===== src/rtl/imem_loader_if.sv =====
// imem_loader_if: byte-stream handshake plus instruction-memory write bus.
// master = byte source / memory side, slave = loader.
interface imem_loader_if #(
  parameter int ADDR_W = 12
);
  logic [7:0]        byte_in;
  logic              byte_valid;
  logic              byte_ready;
  logic              mem_we;
  logic [ADDR_W-1:0] mem_addr;
  logic [31:0]       mem_wdata;

  modport master (
    output byte_in, byte_valid,
    input  byte_ready, mem_we, mem_addr, mem_wdata
  );

  modport slave (
    input  byte_in, byte_valid,
    output byte_ready, mem_we, mem_addr, mem_wdata
  );
endinterface


===== src/rtl/imem_loader.sv =====
// imem_loader: boot loader, byte stream -> LE 32-bit words -> imem writes.
// Ports: clk, rst (async high), start, bus (slave: byte_in/valid/ready,
// mem_we/addr/wdata), core_hold, busy, done, error, words_loaded.
// Optional LOADER_CHECKSUM_EN: trailing 8-bit checksum byte + CHECK state.
module imem_loader #(
  parameter int ADDR_W    = 12,
  parameter int MAX_WORDS = 1024
) (
  input  logic              clk,
  input  logic              rst,
  input  logic              start,
  imem_loader_if.slave      bus,
  output logic              core_hold,
  output logic              busy,
  output logic              done,
  output logic              error,
  output logic [ADDR_W-2:0] words_loaded
);

  typedef enum logic [2:0] {
    S_IDLE,
    S_LEN_LO,
    S_LEN_HI,
    S_DATA,
`ifdef LOADER_CHECKSUM_EN
    S_CHECK,
`endif
    S_DONE,
    S_ERROR
  } state_t;

  localparam logic [ADDR_W-2:0] ONE_W = 1;

  state_t            state_q, state_d;
  logic [15:0]       len_q, len_d;
  logic [23:0]       asm_q, asm_d;
  logic [1:0]        cnt_q, cnt_d;
  logic              we_q, we_d;
  logic [ADDR_W-1:0] addr_q, addr_d;
  logic [31:0]       wdata_q, wdata_d;
  logic [ADDR_W-2:0] words_q, words_d;
`ifdef LOADER_CHECKSUM_EN
  logic [7:0]        sum_q, sum_d;
`endif

  logic        xfer;
  logic        last_word;
  logic [15:0] len_new;
  logic        ready;
`ifndef LOADER_CHECKSUM_EN
  // All words received: stop taking bytes while the final strobe drains,
  // so done lands the cycle after that strobe.
  logic        data_full;
  assign data_full = (16'(words_q) == len_q);
`endif

  always_comb begin
    ready = 1'b0;
    unique case (state_q)
      S_LEN_LO,
      S_LEN_HI:  ready = 1'b1;
`ifdef LOADER_CHECKSUM_EN
      S_DATA:    ready = 1'b1;
      S_CHECK:   ready = 1'b1;
`else
      S_DATA:    ready = !data_full;
`endif
      default:   ready = 1'b0;
    endcase
  end

  assign xfer      = bus.byte_valid && ready;
  assign len_new   = {bus.byte_in, len_q[7:0]};
  assign last_word = (16'(words_q + ONE_W) == len_q);

  always_comb begin
    state_d = state_q;
    len_d   = len_q;
    asm_d   = asm_q;
    cnt_d   = cnt_q;
    we_d    = 1'b0;
    addr_d  = addr_q;
    wdata_d = wdata_q;
    words_d = words_q;
`ifdef LOADER_CHECKSUM_EN
    sum_d   = sum_q;
`endif
    unique case (state_q)
      S_IDLE,
      S_DONE,
      S_ERROR: begin
        if (start) begin
          state_d = S_LEN_LO;
          words_d = '0;
          cnt_d   = '0;
`ifdef LOADER_CHECKSUM_EN
          sum_d   = '0;
`endif
        end
      end
      S_LEN_LO: begin
        if (xfer) begin
          len_d[7:0] = bus.byte_in;
          state_d    = S_LEN_HI;
        end
      end
      S_LEN_HI: begin
        if (xfer) begin
          len_d = len_new;
          if (len_new == 16'd0 || len_new > 16'(MAX_WORDS))
            state_d = S_ERROR;
          else
            state_d = S_DATA;
        end
      end
      S_DATA: begin
`ifndef LOADER_CHECKSUM_EN
        if (data_full)
          state_d = S_DONE;
`endif
        if (xfer) begin
          cnt_d = cnt_q + 2'd1;
`ifdef LOADER_CHECKSUM_EN
          sum_d = sum_q + bus.byte_in;
`endif
          unique case (cnt_q)
            2'd0: asm_d[7:0]   = bus.byte_in;
            2'd1: asm_d[15:8]  = bus.byte_in;
            2'd2: asm_d[23:16] = bus.byte_in;
            default: begin
              wdata_d = {bus.byte_in, asm_q};
              addr_d  = {words_q[ADDR_W-3:0], 2'b00};
              we_d    = 1'b1;
              words_d = words_q + ONE_W;
`ifdef LOADER_CHECKSUM_EN
              if (last_word)
                state_d = S_CHECK;
`endif
            end
          endcase
        end
      end
`ifdef LOADER_CHECKSUM_EN
      S_CHECK: begin
        if (xfer) begin
          if (8'(sum_q + bus.byte_in) == 8'd0)
            state_d = S_DONE;
          else
            state_d = S_ERROR;
        end
      end
`endif
      default: state_d = S_IDLE;
    endcase
  end

  always_ff @(posedge clk or posedge rst) begin
    if (rst) begin
      state_q <= S_IDLE;
      len_q   <= '0;
      asm_q   <= '0;
      cnt_q   <= '0;
      we_q    <= 1'b0;
      addr_q  <= '0;
      wdata_q <= '0;
      words_q <= '0;
`ifdef LOADER_CHECKSUM_EN
      sum_q   <= '0;
`endif
    end else begin
      state_q <= state_d;
      len_q   <= len_d;
      asm_q   <= asm_d;
      cnt_q   <= cnt_d;
      we_q    <= we_d;
      addr_q  <= addr_d;
      wdata_q <= wdata_d;
      words_q <= words_d;
`ifdef LOADER_CHECKSUM_EN
      sum_q   <= sum_d;
`endif
    end
  end

  assign bus.byte_ready = ready;
  assign bus.mem_we     = we_q;
  assign bus.mem_addr   = addr_q;
  assign bus.mem_wdata  = wdata_q;

  assign busy         = (state_q != S_IDLE) && (state_q != S_DONE)
                     && (state_q != S_ERROR);
  assign done         = (state_q == S_DONE);
  assign error        = (state_q == S_ERROR);
  assign core_hold    = (state_q != S_DONE);
  assign words_loaded = words_q;

  // last_word only steers the CHECK entry; keep it referenced otherwise.
`ifndef LOADER_CHECKSUM_EN
  logic unused_ok;
  assign unused_ok = last_word;
`endif

endmodule


===== src/flat_wrapper.sv =====
// flat-port wrapper written by rule: the top's interface ports become plain ports
module imem_loader_flat 
#(
  parameter int ADDR_W    = 12,
  parameter int MAX_WORDS = 1024
)
  (clk, rst, start, core_hold, busy, done, error, words_loaded, bus_byte_in, bus_byte_valid, bus_byte_ready, bus_mem_we, bus_mem_addr, bus_mem_wdata);
  imem_loader_if #(.ADDR_W(ADDR_W)) bus_i ();
  input  logic clk;
  input  logic rst;
  input  logic start;
  output logic core_hold;
  output logic busy;
  output logic done;
  output logic error;
  output logic [ADDR_W-2:0] words_loaded;
  input wire logic [$bits(bus_i.byte_in)-1:0] bus_byte_in;
  input wire logic [$bits(bus_i.byte_valid)-1:0] bus_byte_valid;
  output wire logic [$bits(bus_i.byte_ready)-1:0] bus_byte_ready;
  output wire logic [$bits(bus_i.mem_we)-1:0] bus_mem_we;
  output wire logic [$bits(bus_i.mem_addr)-1:0] bus_mem_addr;
  output wire logic [$bits(bus_i.mem_wdata)-1:0] bus_mem_wdata;
  assign bus_i.byte_in = bus_byte_in;
  assign bus_i.byte_valid = bus_byte_valid;
  assign bus_byte_ready = bus_i.byte_ready;
  assign bus_mem_we = bus_i.mem_we;
  assign bus_mem_addr = bus_i.mem_addr;
  assign bus_mem_wdata = bus_i.mem_wdata;
  imem_loader #(.ADDR_W(ADDR_W), .MAX_WORDS(MAX_WORDS)) u_core (.clk(clk), .rst(rst), .start(start), .bus(bus_i), .core_hold(core_hold), .busy(busy), .done(done), .error(error), .words_loaded(words_loaded));
endmodule

===== config.mk =====
export PLATFORM = sky130hd
export DESIGN_NAME = imem_loader_flat
export DESIGN_NICKNAME = d
export VERILOG_FILES = /design/src/rtl/imem_loader_if.sv /design/src/rtl/imem_loader.sv /design/src/flat_wrapper.sv
export SDC_FILE = /design/constraint.sdc
export NUM_CORES = 1
export LEC_CHECK = 0
export ABC_AREA = 1
export BUFFER_PORTS_ARGS = -buffer_cell sky130_fd_sc_hd__buf_2
export CAP_MARGIN = 25
export CORE_AREA = 2 2 102 104
export CTS_BUF_LIST = sky130_fd_sc_hd__clkbuf_8
export CTS_CLUSTER_DIAMETER = 80
export CTS_CLUSTER_SIZE = 8
export DETAILED_ROUTE_END_ITERATION = 16
export DIE_AREA = 0 0 104 106
export GPL_ROUTABILITY_DRIVEN = 0
export GPL_TIMING_DRIVEN = 0
export HOLD_SLACK_MARGIN = 0.03
export PLACE_DENSITY_LB_ADDON = 0.12
export SLEW_MARGIN = 5
export SYNTH_ARGS = -nofsm -noshare
export SYNTH_HDL_FRONTEND = slang
export SYNTH_SLANG_ARGS = --single-unit
export TNS_END_PERCENT = 20

===== constraint.sdc =====
create_clock -name clk -period 8.6 [get_ports clk]
set_input_delay 0.43 -clock clk [delete_from_list [all_inputs] [get_ports clk]]
set_output_delay 0.43 -clock clk [all_outputs]
set_load 0.005 [all_outputs]

# After elaboration in Yosys (flattened, before gate mapping)
# Index checks and enable logic that the tools add are counted.
dict set report word_totals {
  ff_bits 99
}
dict set report classes {
  muxes 19
  bitwise_logic 2
  n_eq_ne 16
  order_cmp 1
  reduce_logical 22
  addsub 2
}
# cell n
set ops {}
lappend ops {{11-bit 2-to-1 mux} 3}
lappend ops {{11-bit one-hot mux with 2 select lines} 1}
lappend ops {{3-bit AND reduction} 6}
lappend ops {{11-bit by 16-bit == test with 1-bit output} 1}
lappend ops {{16-bit by 11-bit greater-than comparator with 1-bit output (second input constant)} 1}
lappend ops {{16-bit logical NOT} 1}
lappend ops {{8-bit one-hot mux with 2 select lines} 1}
lappend ops {{3-bit 2-to-1 mux} 5}
lappend ops {{3-bit one-hot mux with 4 select lines} 1}
lappend ops {{11-bit by 1-bit adder with 11-bit output (second input constant)} 1}
lappend ops {{8-bit 2-to-1 mux} 1}
lappend ops {{2-bit by 1-bit != test with 1-bit output (second input constant)} 4}
lappend ops {{4-bit AND reduction} 2}
lappend ops {{3-bit by 2-bit == test with 1-bit output (second input constant)} 2}
lappend ops {{3-bit == test (second input constant)} 2}
lappend ops {{3-bit != test (second input constant)} 2}
lappend ops {{3-bit OR reduction} 2}
lappend ops {{2-bit 2-to-1 mux} 2}
lappend ops {{2-bit != test (second input constant)} 2}
lappend ops {{2-bit one-hot mux with 2 select lines} 1}
lappend ops {{3-bit by 1-bit == test with 1-bit output (second input constant)} 1}
lappend ops {{1-bit logical AND} 3}
lappend ops {{3-bit logical NOT} 1}
lappend ops {{1-bit 2-to-1 mux} 3}
lappend ops {{12 further kinds} 13}

# Longest topological paths before layout
# Gate-level depths: netlist of the first run.
dict set report logic_depth {
  depth_word 6
  ltp_mapped 14
  mapped_depth_nobuf 13
}

# Least setup slack after synthesis of the first run
# Ideal clock, no wire load.
dict set report synth_path {
  kind {reg-to-reg}
  startpoint {reg u_core.words_q[1], in the netlist u_core.words_loaded[1]}
  endpoint {reg u_core.words_q[10], in the netlist u_core.words_loaded[10]}
  stages_incl_launch_ff 11
  slack_ns 6.957
  synth_period_minus_slack_ns 1.643
  arrival_time_ns 1.526
  setup_ns 0.117
  path_buffers 0
  path_cell_list {dfrtp_1 > ha_1 > nand2_1 > inv_1 > nand2_1 > nor4_1 > nand3_1 > nor3_1 > nor2_1 > nand2_1 > nand2_1}
}
dict set report synth_between {
  elab_chain_cells 6
}
# item line
set synth_rtl {}
lappend synth_rtl {{start, declared} imem_loader.sv:41} ;# logic [ADDR_W-2:0] words_q, words_d;
lappend synth_rtl {{start signal, assigned} imem_loader.sv:178} ;# words_q <= words_d;
lappend synth_rtl {{branches (longest 6 deep; another with 11-bit by 1-bit adder with 11-bit output)} --}
# Parallel ways; which one is timed is not known. The select of a mux whose other input is x is not followed.
# A chain may end at the register's enable or synchronous reset.

# Worst setup path in the final report of the first run
dict set report layout_path {
  startpoint {reg u_core.words_q[4], in the netlist u_core.words_loaded[4]}
  endpoint {out bus_byte_ready}
}
dict set report layout_between {
  elab_chain_cells 3
}
# item line
set layout_rtl {}
lappend layout_rtl {{11-bit by 16-bit == test with 1-bit output} imem_loader.sv:54} ;# assign data_full = (16'(words_q) == len_q);
lappend layout_rtl {{1-bit logical NOT} imem_loader.sv:66} ;# S_DATA: ready = !data_full;
lappend layout_rtl {{1-bit one-hot mux with 2 select lines} imem_loader.sv:59} ;# unique case (state_q)
lappend layout_rtl {{end, declared} flat_wrapper.sv:19} ;# output wire logic [$bits(bus_i.byte_ready)-1:0] bus_byte_ready;
# Every way passes these cells.

==> out/qor.txt, run 1 <==
Outcome = completed
Crit path launch type = register
Final WL = 10400 um
RSZ-0062 raised after global routing = false
Setup WS pre-CTS = 6.54 ns
Clk Latency, worst-skew pair = 0.36 ns
Worst path max stage delay = 0.49 ns
Leading area contributor after synthesis = dfrtp_1
Distinct cells, synth = 25
Max Cap Viol = 0
Post-DP Area = 4940 um^2
DIE AREA = 11000 um^2
Slew margin rel. = 66.0%
Share of layout cells above drive strength 1 = 18.3%
Routed vias/inst = 4.83
Post-synthesis cell count = 532
Die height = 106 um
IO Count = 73
CP required = 8.17 ns
# port buffers = 69
Starting density of the core = 43.9%
Synth Register Bits = 99
Hold Buf Count CTS = 0
Finish-stage setup viols = 0
Fill count = 1035
Post-CTS Setup Bufs = 0
Tightest Pin Transition = 0.506 ns
Die width = 104 um
CTS tree = yes
Fraction of the yosys area taken by sequential cells = 56.5%
Total power per unit cell area = 228 nW/um^2
Clock Pin Slew Worst Setup and Hold Paths = 0.10 ns
Final Hold Viols = 0
Worst setup EP type = output port
Core area = 10000 um^2
Syn-to-layout area delta = 18.1%
# diodes = 0
CTS H-tree depth = 3
Num CTS Buffers = 9
Critical Path Fanout Max = 7
FMAX = 459 MHz
CP max stage cell = dfrtp_1
Clk_skew = 0.00909 ns
Gr ovfl total = 0
CP arrival = 1.75 ns
Fin crit period = 2.18 ns
Crit-path most repeated cell = nand2_1
Final Util = 51.8%
Mapped Avg Cell Area = 8.25 um^2
Largest net degree at the start of global routing = 66
DRT antenna net count = 0
Initial antenna violation count = 0
Crit share post-route = 25.3%
Root Buffer = clkbuf_8
Half-perimeter wire length after placement = 7550 um
CTS sink count = 99
Vias in the first global route = 3521
WP buf/inv = 2
Drt wl/cell = 13.8 um
Initial drt markers = 202
Peak VDD IR = 0.0848 mV
Finished Cell Area = 5180 um^2
First-pass GRT wire length = 17300 um
Fin cells = 755
Tot Pwr = 1.18 mW
GRT Overall Usage = 19.7%
NumNets Final = 631
Setup CP Type = register to output port
Top area cells in the synthesized netlist = dfrtp_1 56%, nand2_1 18%, o21ai_0 7.3%
Pre-antenna DRT Iters = 4
Hold crit path type = input pin to async pin
Final Slew Violations = 0
WHS = 0.0802 ns
Placed insts = 739
Netlist Area Pre-Place = 4390 um^2
Post-CTS Resized = 0
Crit-path cells = inv_2 > nand2_1 > nand2_1 > nor2_1 > nand2_1 > nor2_1 > nand2_1 > nand2_2 > nand2_4 > buf_2
Std cell rows = 37
Min setup slack post-route = 6.42 ns
Synth top area share = 56.5%
Total number of vias = 3649
Synth warn = 0
Static Leak = 2.84 nW
DRC viols = 0
Crit-path leading delay family = simple AND/OR/NAND/NOR gates
Setup TNS = 0 ns
Worst-case clock buffer depth = 2
[flip-flops by register name, indices dropped and copies added, names as in the netlist]
| signal | count |
|---|---|
| u_core.len_q | 16 |
| u_core.state_q | 3 |
| u_core.bus.mem_wdata | 32 |
| u_core.words_loaded | 11 |
| u_core.cnt_q | 2 |
| u_core.bus.mem_addr | 10 |
| u_core.asm_q | 24 |
| u_core.bus.mem_we | 1 |
[routing by layer]
layer	routed length, um	GRT usage [%]
met1	4810	26.1
met2	5170	34.2
met3	335	2.27
met4	110	6.27
met5	0	0
[layout make-up]
type | count | area [um^2] | share of cell area (%)
Tap cell | 136 | 170 | 3.28
Multi-Input combinational cell | 367 | 1610 | 31.0
Inverter | 48 | 183 | 3.52
Sequential cell | 99 | 2480 | 47.8
Clock inverter | 7 | 121 | 2.34
Clock buffer | 9 | 124 | 2.39
Timing Repair Buffer | 70 | 373 | 7.19
Buffer | 19 | 125 | 2.41
[cells in the mapped netlist]
master and number:
a21oi_1 5, and2_1 1, buf_2 7, buf_4 6, buf_6 3, clkbuf_1 3
conb_1 1, dfrtp_1 99, ha_1 5, inv_1 43, inv_2 5, nand2_1 214
nand2_2 2, nand2_4 1, nand3_1 22, nand3_4 1, nand3b_1 3, nand4_1 4
nor2_1 32, nor2_2 1, nor3_1 5, nor4_1 3, o21ai_0 64, o22ai_1 1
xnor2_1 1
[layout by cell type, fill, tap and decap left out, types with 4 or more instances in the layout]
master and count:
inv_2 5, a21oi_1 5, nor3_1 5, dfrtp_1 99, buf_4 6, o21ai_0 64, buf_2 76, inv_1 42
nor2_1 32, nand4_1 4, nand2_1 214, clkbuf_8 9, nand3_1 22, ha_1 5
[worst reg2reg max path: cells and delay by family (launching register included)]
family	cells	cell delay (ns)
flops	1	0.42
compound gates	1	0.07
buf+inv	2	0.48
simple gates	10	0.97
[cell families (layout without fill, tap and decap cells)]
logic type	count (synthesis)	in the layout	share of synthesized area (%)
xor gates and xnor gates	1	1	0.200
buffers and inverters	67	153	6.96
AOI/OAI and AO/OA	70	70	8.01
adders and majority gates	5	5	1.43
other	1	2	0.0855
and+or+nand+nor	289	289	26.9
DFF	99	99	56.5
[final timing paths]
check                                        from                       end  slack [ns]  depth (start not counted)
setup / recovery           u_core.words_loaded[4]            bus_byte_ready        6.42                         10
hold / removal                                rst  u_core.bus.mem_wdata[27]        0.08                          2
setup reg to reg           u_core.words_loaded[9]           u_core.asm_q[0]        6.56                         13
hold reg to reg                  u_core.asm_q[23]  u_core.bus.mem_wdata[23]        0.48                          2
max in group asynchronous                     rst           u_core.len_q[3]        7.85                          3
min in group clk                   bus_byte_in[4]           u_core.len_q[4]        0.45                          3
[where the power goes]
part	leakage [nW]	switching (mW)	internal, mW	total [mW]
registers	1.35	0.0460	0.529	0.575
logic	1.36	0.157	0.0883	0.245
clock network	0.124	0.167	0.195	0.363
Note: power is estimated with default switching activity, not from simulation.
==> run 2, diff against run 1 <==
clock period = 2 ns   (was 8.6 ns; I/O delays follow)
==> run 2 against run 1 <==
Die area stayed put. Worst setup slack worse by 6.3 ns. Register-to-register slack worse by 6.4 ns. Sequential cell count stayed put. Design area is 1.9% higher. Clock-buffer cell count stayed put. Clock skew is 0.0014 ns higher. Non-clock buffer count is 10 higher. Clock power grew to 3.3 times the previous value. Critical path depth is 3 higher. Sequential share of layout area is 0.74 points lower. Final cell count is 1.5% higher. Largest cell class unchanged.
==> out/qor.txt, run 2 (synthesized netlist as in run 1, its figures left out) <==
Outcome = completed
Total internal power = 3.14 mW
Launch point of the worst reg-to-reg path = u_core.words_loaded[3]
Setup TNS = 0 ns
Most common cell after layout, fill and taps aside = nand2_1
Root Buffer = clkbuf_8
Finish-stage setup viols = 0
Hold path depth = 3
Critical Path Fanout Max = 10
Fin crit period = 1.84 ns
Largest net degree at the start of global routing = 36
Die width = 104 um
Most frequent cells in the layout = 214 x nand2_1, 92 x dfrtp_1, 72 x buf_2
Share of layout cells above drive strength 1 = 21.1%
Slew margin rel. = 60.5%
Setup CP Type = register to register
Fin cells = 766
Starting density of the core = 43.9%
Placed insts = 741
Half-perimeter wire length after placement = 7620 um
Worst path max stage delay = 0.44 ns
Clk Latency, worst-skew pair = 0.36 ns
Crit Reg-Reg Endpoint = u_core.bus.mem_wdata[27]
Max Cap Viol = 0
Final WL = 10700 um
Static Leak = 2.84 nW
Max FFs per register = 32
CTS tree = yes
DRT antenna net count = 0
Routed vias/inst = 4.84
RSZ-0062 raised after global routing = true
Crit share post-route = 91.9%
Clock Pin Slew Worst Setup and Hold Paths = 0.10 ns
Tot Pwr = 4.78 mW
Clock share of power = 25.2%
Finished Cell Area = 5280 um^2
CP required = 2.24 ns
Drt wl/cell = 13.9 um
Switching Share = 34.4%
Core area = 10000 um^2
NetSw = 1.65 mW
Final Hold Viols = 0
Initial drt markers = 206
Gr ovfl total = 0
Met1 Track Usage GR = 26.7%
GR peak layer = met2
Final Slew Violations = 0
Total power per unit cell area = 905 nW/um^2
Clk_skew = 0.0105 ns
Die height = 106 um
Hold_sp = bus_byte_in[4]
Num CTS Buffers = 9
CP arrival = 2.08 ns
Syn-to-layout area delta = 20.4%
Peak VDD IR = 0.331 mV
Crit-path cells = inv_1 > nand2_1 > nand2_1 > nor2_1 > nand2_1 > nor2_1 > nand2_1 > nand2_2 > nand2_4 > nand3_4 > buf_2 > nand2_1 > o21ai_0
WHS Endpoint = u_core.len_q[12]
Pre-antenna DRT Iters = 4
Met2 Track Usage GR = 34.0%
Crit path launch type = register
Register share of total power = 51.7%
# diodes = 0
Std cell rows = 37
DIE AREA = 11000 um^2
Vias in the first global route = 3576
CP max stage cell = dfrtp_1
Hold crit path type = input pin to register
First-pass GRT wire length = 17700 um
Cells on worst reg2reg path = 13
IO Count = 73
Crit-path most repeated cell = nand2_1
CTS H-tree depth = 3
WHS = 0.135 ns
GRT Overall Usage = 20.1%
Total number of vias = 3709
Post-DP Area = 4980 um^2
Worst setup EP type = register
# port buffers = 69
DRC viols = 0
Tightest Pin Transition = 0.592 ns
NumNets Final = 642
Setup slack, reg-to-reg = 0.16 ns
CTS sink count = 99
WP buf/inv = 2
Worst-case clock buffer depth = 2
FMAX = 544 MHz
Initial antenna violation count = 0
Logic pwr share = 23.0%
Crit-path leading delay family = simple AND/OR/NAND/NOR gates
Global routing met3 resource utilization = 3.37%
## run 2: changes by cell type in the layout (fill, tap and decap cells not counted), moves of 3 or more
| cell | delta |
|---|---|
| clkinvlp_4 | +4 |
| dfrtp_2 | +7 |
| dfrtp_1 | -7 |
| buf_4 | +7 |
| buf_2 | -4 |
| clkbuf_4 | +3 |
| bufinv_16 | -3 |
## run 2: timing repair
| action | CTS | global route |
|---|---|---|
| resized for setup | 2 | 19 |
| cloned | 0 | 1 |
| buffers inserted | 3 | 4 |
| endpoints found under the hold margin | 19 | 0 |
| hold buffers | 1 | 0 |
| setup endpoints to repair | 18 | 81 |
## run 2: per-stage QoR
| stage | util, % | worst slack (ns) |
|---|---|---|
| after floorplan | - | 0.357 |
| after global placement | 49.1 | 0.00210 |
| after detailed placement | 49.8 | -0.0182 |
| after CTS | 51.9 | 0.0222 |
| after global routing | 52.8 | -0.00329 |
| final | 52.8 | 0.162 |
## run 2: worst max-delay path by stage
stage / endpoint / slack (ns) / start / cells past startpoint
2_1_floorplan: u_core.words_loaded[10] / 0.36 / u_core.words_loaded[1] / 10
3_3_place_gp: u_core.asm_q[7] / 0.002 / u_core.words_loaded[9] / 13
3_5_place_dp: u_core.asm_q[7] / -0.02 / u_core.words_loaded[9] / 13
4_1_cts: u_core.asm_q[19] / 0.02 / u_core.words_loaded[7] / 12
5_1_grt: u_core.bus.mem_addr[10] / -0.003 / u_core.words_loaded[6] / 13
6_report: u_core.bus.mem_wdata[27] / 0.16 / u_core.words_loaded[3] / 13
## run 2: per-layer routing
metal  routed length [um]  part of all wire [%]
met5                    0                     0
met4                  111                   1.0
met3                  365                   3.4
met2                 5280                    50
met1                 4910                    46
## run 2: final cells by class
class	count	area, um^2
clock inverters	7	53.8
plain buffers	19	135
inverters	48	189
multi-input cells	368	1650
fillers	975	4720
repair buffers	80	479
flip-flops and latches	99	2490
well taps	136	170
clock buffers	9	124
## run 2: worst register-to-register path: cells and delay by family (launching register included)
family	cells	cell delay [ns]
simple gates	10	0.79
flops	1	0.44
buf+inv	2	0.41
compound gates	1	0.08
## run 2: power groups by stage
stage | registers, mW | logic (mW) | clock network, mW
global route | 2.51 | 1.26 | 1.32
floorplan | 2.45 | 0.795 | 0
detailed placement | 2.50 | 1.07 | 0
global placement | 2.50 | 1.02 | 0
CTS | 2.47 | 1.08 | 1.24
finish | 2.47 | 1.10 | 1.21
==> run 3, diff against run 2 <==
RECOVER_POWER = 100   (was not set)
==> run 3 against run 2 <==
Clock power barely moved. First-iteration DRC count shrank 0.97%. Power is 0.18% lower. Clock-buffer cell count is the same. Non-clock buffer count is the same. Worst setup slack lost 0.00082 ns. Register-to-register slack is essentially flat. Final cell count stayed put. Sequential cell count did not move. Critical path type unchanged. Highest routed layer unchanged.
==> out/qor.txt, run 3 (synthesized netlist as in run 1, its figures left out) <==
Root Buffer = clkbuf_8
Tightest Pin Transition = 1.03 ns
Clock share of power = 25.2%
# diodes = 0
RSZ-0062 raised after global routing = true
Peak VDD IR = 0.328 mV
Die height = 106 um
CTS sink count = 99
Fin cells = 766
Finished Cell Area = 5260 um^2
Pre-antenna DRT Iters = 5
DIE AREA = 11000 um^2
Gr ovfl total = 0
Finish-stage setup viols = 0
Syn-to-layout area delta = 19.8%
Std cell rows = 37
Hold path depth = 3
GRT Overall Usage = 20.1%
Static Leak = 2.76 nW
Fin crit period = 1.84 ns
Routed vias/inst = 4.86
Core area = 10000 um^2
Total power per unit cell area = 908 nW/um^2
Most common cell after layout, fill and taps aside = nand2_1
DRT antenna net count = 0
IO Count = 73
Crit path launch type = register
Initial drt markers = 204
Setup slack, reg-to-reg = 0.16 ns
CP required = 2.24 ns
Largest net degree at the start of global routing = 36
Setup TNS = 0 ns
Crit share post-route = 91.9%
NetSw = 1.64 mW
Critical Path Fanout Max = 10
Cells on worst reg2reg path = 13
Total number of vias = 3725
Clk Latency, worst-skew pair = 0.36 ns
Share of layout cells above drive strength 1 = 18.3%
CTS H-tree depth = 3
FMAX = 544 MHz
# port buffers = 69
Num CTS Buffers = 9
DRC viols = 0
Logic pwr share = 22.9%
Slew margin rel. = 31.2%
Final Slew Violations = 0
Max Cap Viol = 0
Register share of total power = 51.8%
Half-perimeter wire length after placement = 7620 um
Hold_sp = bus_byte_in[4]
Post-DP Area = 4980 um^2
Worst setup EP type = register
Launch point of the worst reg-to-reg path = u_core.words_loaded[3]
CP arrival = 2.08 ns
Outcome = completed
Setup CP Type = register to register
Final WL = 10700 um
Final Hold Viols = 0
Worst-case clock buffer depth = 2
Switching Share = 34.3%
Vias in the first global route = 3576
Die width = 104 um
WHS Endpoint = u_core.len_q[12]
Most frequent cells in the layout = 214 x nand2_1, 92 x dfrtp_1, 64 x o21ai_0
Clock Pin Slew Worst Setup and Hold Paths = 0.10 ns
Total internal power = 3.14 mW
Placed insts = 741
NumNets Final = 642
First-pass GRT wire length = 17700 um
Starting density of the core = 43.9%
Drt wl/cell = 14.0 um
Initial antenna violation count = 0
CTS tree = yes
Clk_skew = 0.0105 ns
Max FFs per register = 32
Crit Reg-Reg Endpoint = u_core.bus.mem_wdata[28]
Hold crit path type = input pin to register
-- run 3: cell count changes in the layout (fill, tap and decap cells not counted) --
cell,previous run,this run
clkinvlp_2,0,1
clkbuf_1,3,21
clkinvlp_4,4,3
buf_2,72,54
-- run 3: per-layer routing --
metal,vias up,GRT usage [%],wire (um)
li1,1850,-,-
met4,0,6.18,116
met3,10,3.37,390
met1,1783,26.7,4840
met5,-,0,0
met2,82,34.0,5340
-- run 3: how the worst max path moves through the flow --
| stage | slack (ns) | from | endpoint |
|---|---|---|---|
| 6_report | 0.16 | u_core.words_loaded[3] | u_core.bus.mem_wdata[28] |
| 5_1_grt | -0.003 | u_core.words_loaded[6] | u_core.bus.mem_addr[10] |
| 4_1_cts | 0.02 | u_core.words_loaded[7] | u_core.asm_q[19] |
| 3_5_place_dp | -0.02 | u_core.words_loaded[9] | u_core.asm_q[7] |
| 3_3_place_gp | 0.002 | u_core.words_loaded[9] | u_core.asm_q[7] |
| 2_1_floorplan | 0.36 | u_core.words_loaded[1] | u_core.words_loaded[10] |
-- run 3: power groups by stage --
stage          Clock (mW)  Combinational (mW)  Sequential (mW)
4_1_cts              1.24                1.08             2.47
6_report             1.20                1.09             2.47
5_1_grt              1.32                1.26             2.51
3_5_place_dp            0                1.07             2.50
3_3_place_gp            0                1.02             2.50
2_1_floorplan           0               0.795             2.45
-- run 3: repair_timing --
action / in CTS / in global routing
buffers inserted: 3 / 4
hold buffers: 1 / 0
gates resized for setup: 2 / 19
gates cloned: 0 / 1
endpoints found under the setup margin: 18 / 81
hold endpoints to repair: 19 / 0
-- run 3: critical path, cell delays in order (launching register included) --
cell and delay [ns]:
dfrtp_1 0.44, inv_1 0.16, nand2_1 0.07, nand2_1 0.06
nor2_1 0.04, nand2_1 0.06, nor2_1 0.04, nand2_1 0.08
nand2_2 0.08, nand2_4 0.14, nand3_4 0.15, buf_2 0.25
nand2_1 0.07, o21ai_0 0.08
-- run 3: final cells by class --
cell class                      count  area [um^2]
Inverter                           48          186
Multi-Input combinational cell    368         1650
Fill cell                         986         4740
Sequential cell                    99         2490
Timing Repair Buffer               80          457
Clock buffer                        9          124
Clock inverter                      7         53.8
Buffer                             19          135
Tap cell                          136          170
-- run 3: metrics by stage --
| step | utilization (%) | hold WS, ns | total power [mW] | setup slack, ns |
|---|---|---|---|---|
| 4_1_cts | 51.9 | 0.124 | 4.79 | 0.0222 |
| 2_1_floorplan | - | 0.315 | 3.24 | 0.357 |
| 3_5_place_dp | 49.8 | 0.168 | 3.58 | -0.0182 |
| 6_report | 52.6 | 0.130 | 4.77 | 0.161 |
| 5_1_grt | 52.6 | 0.158 | 5.09 | -0.00329 |
| 3_3_place_gp | 49.1 | 0.450 | 3.52 | 0.00210 |
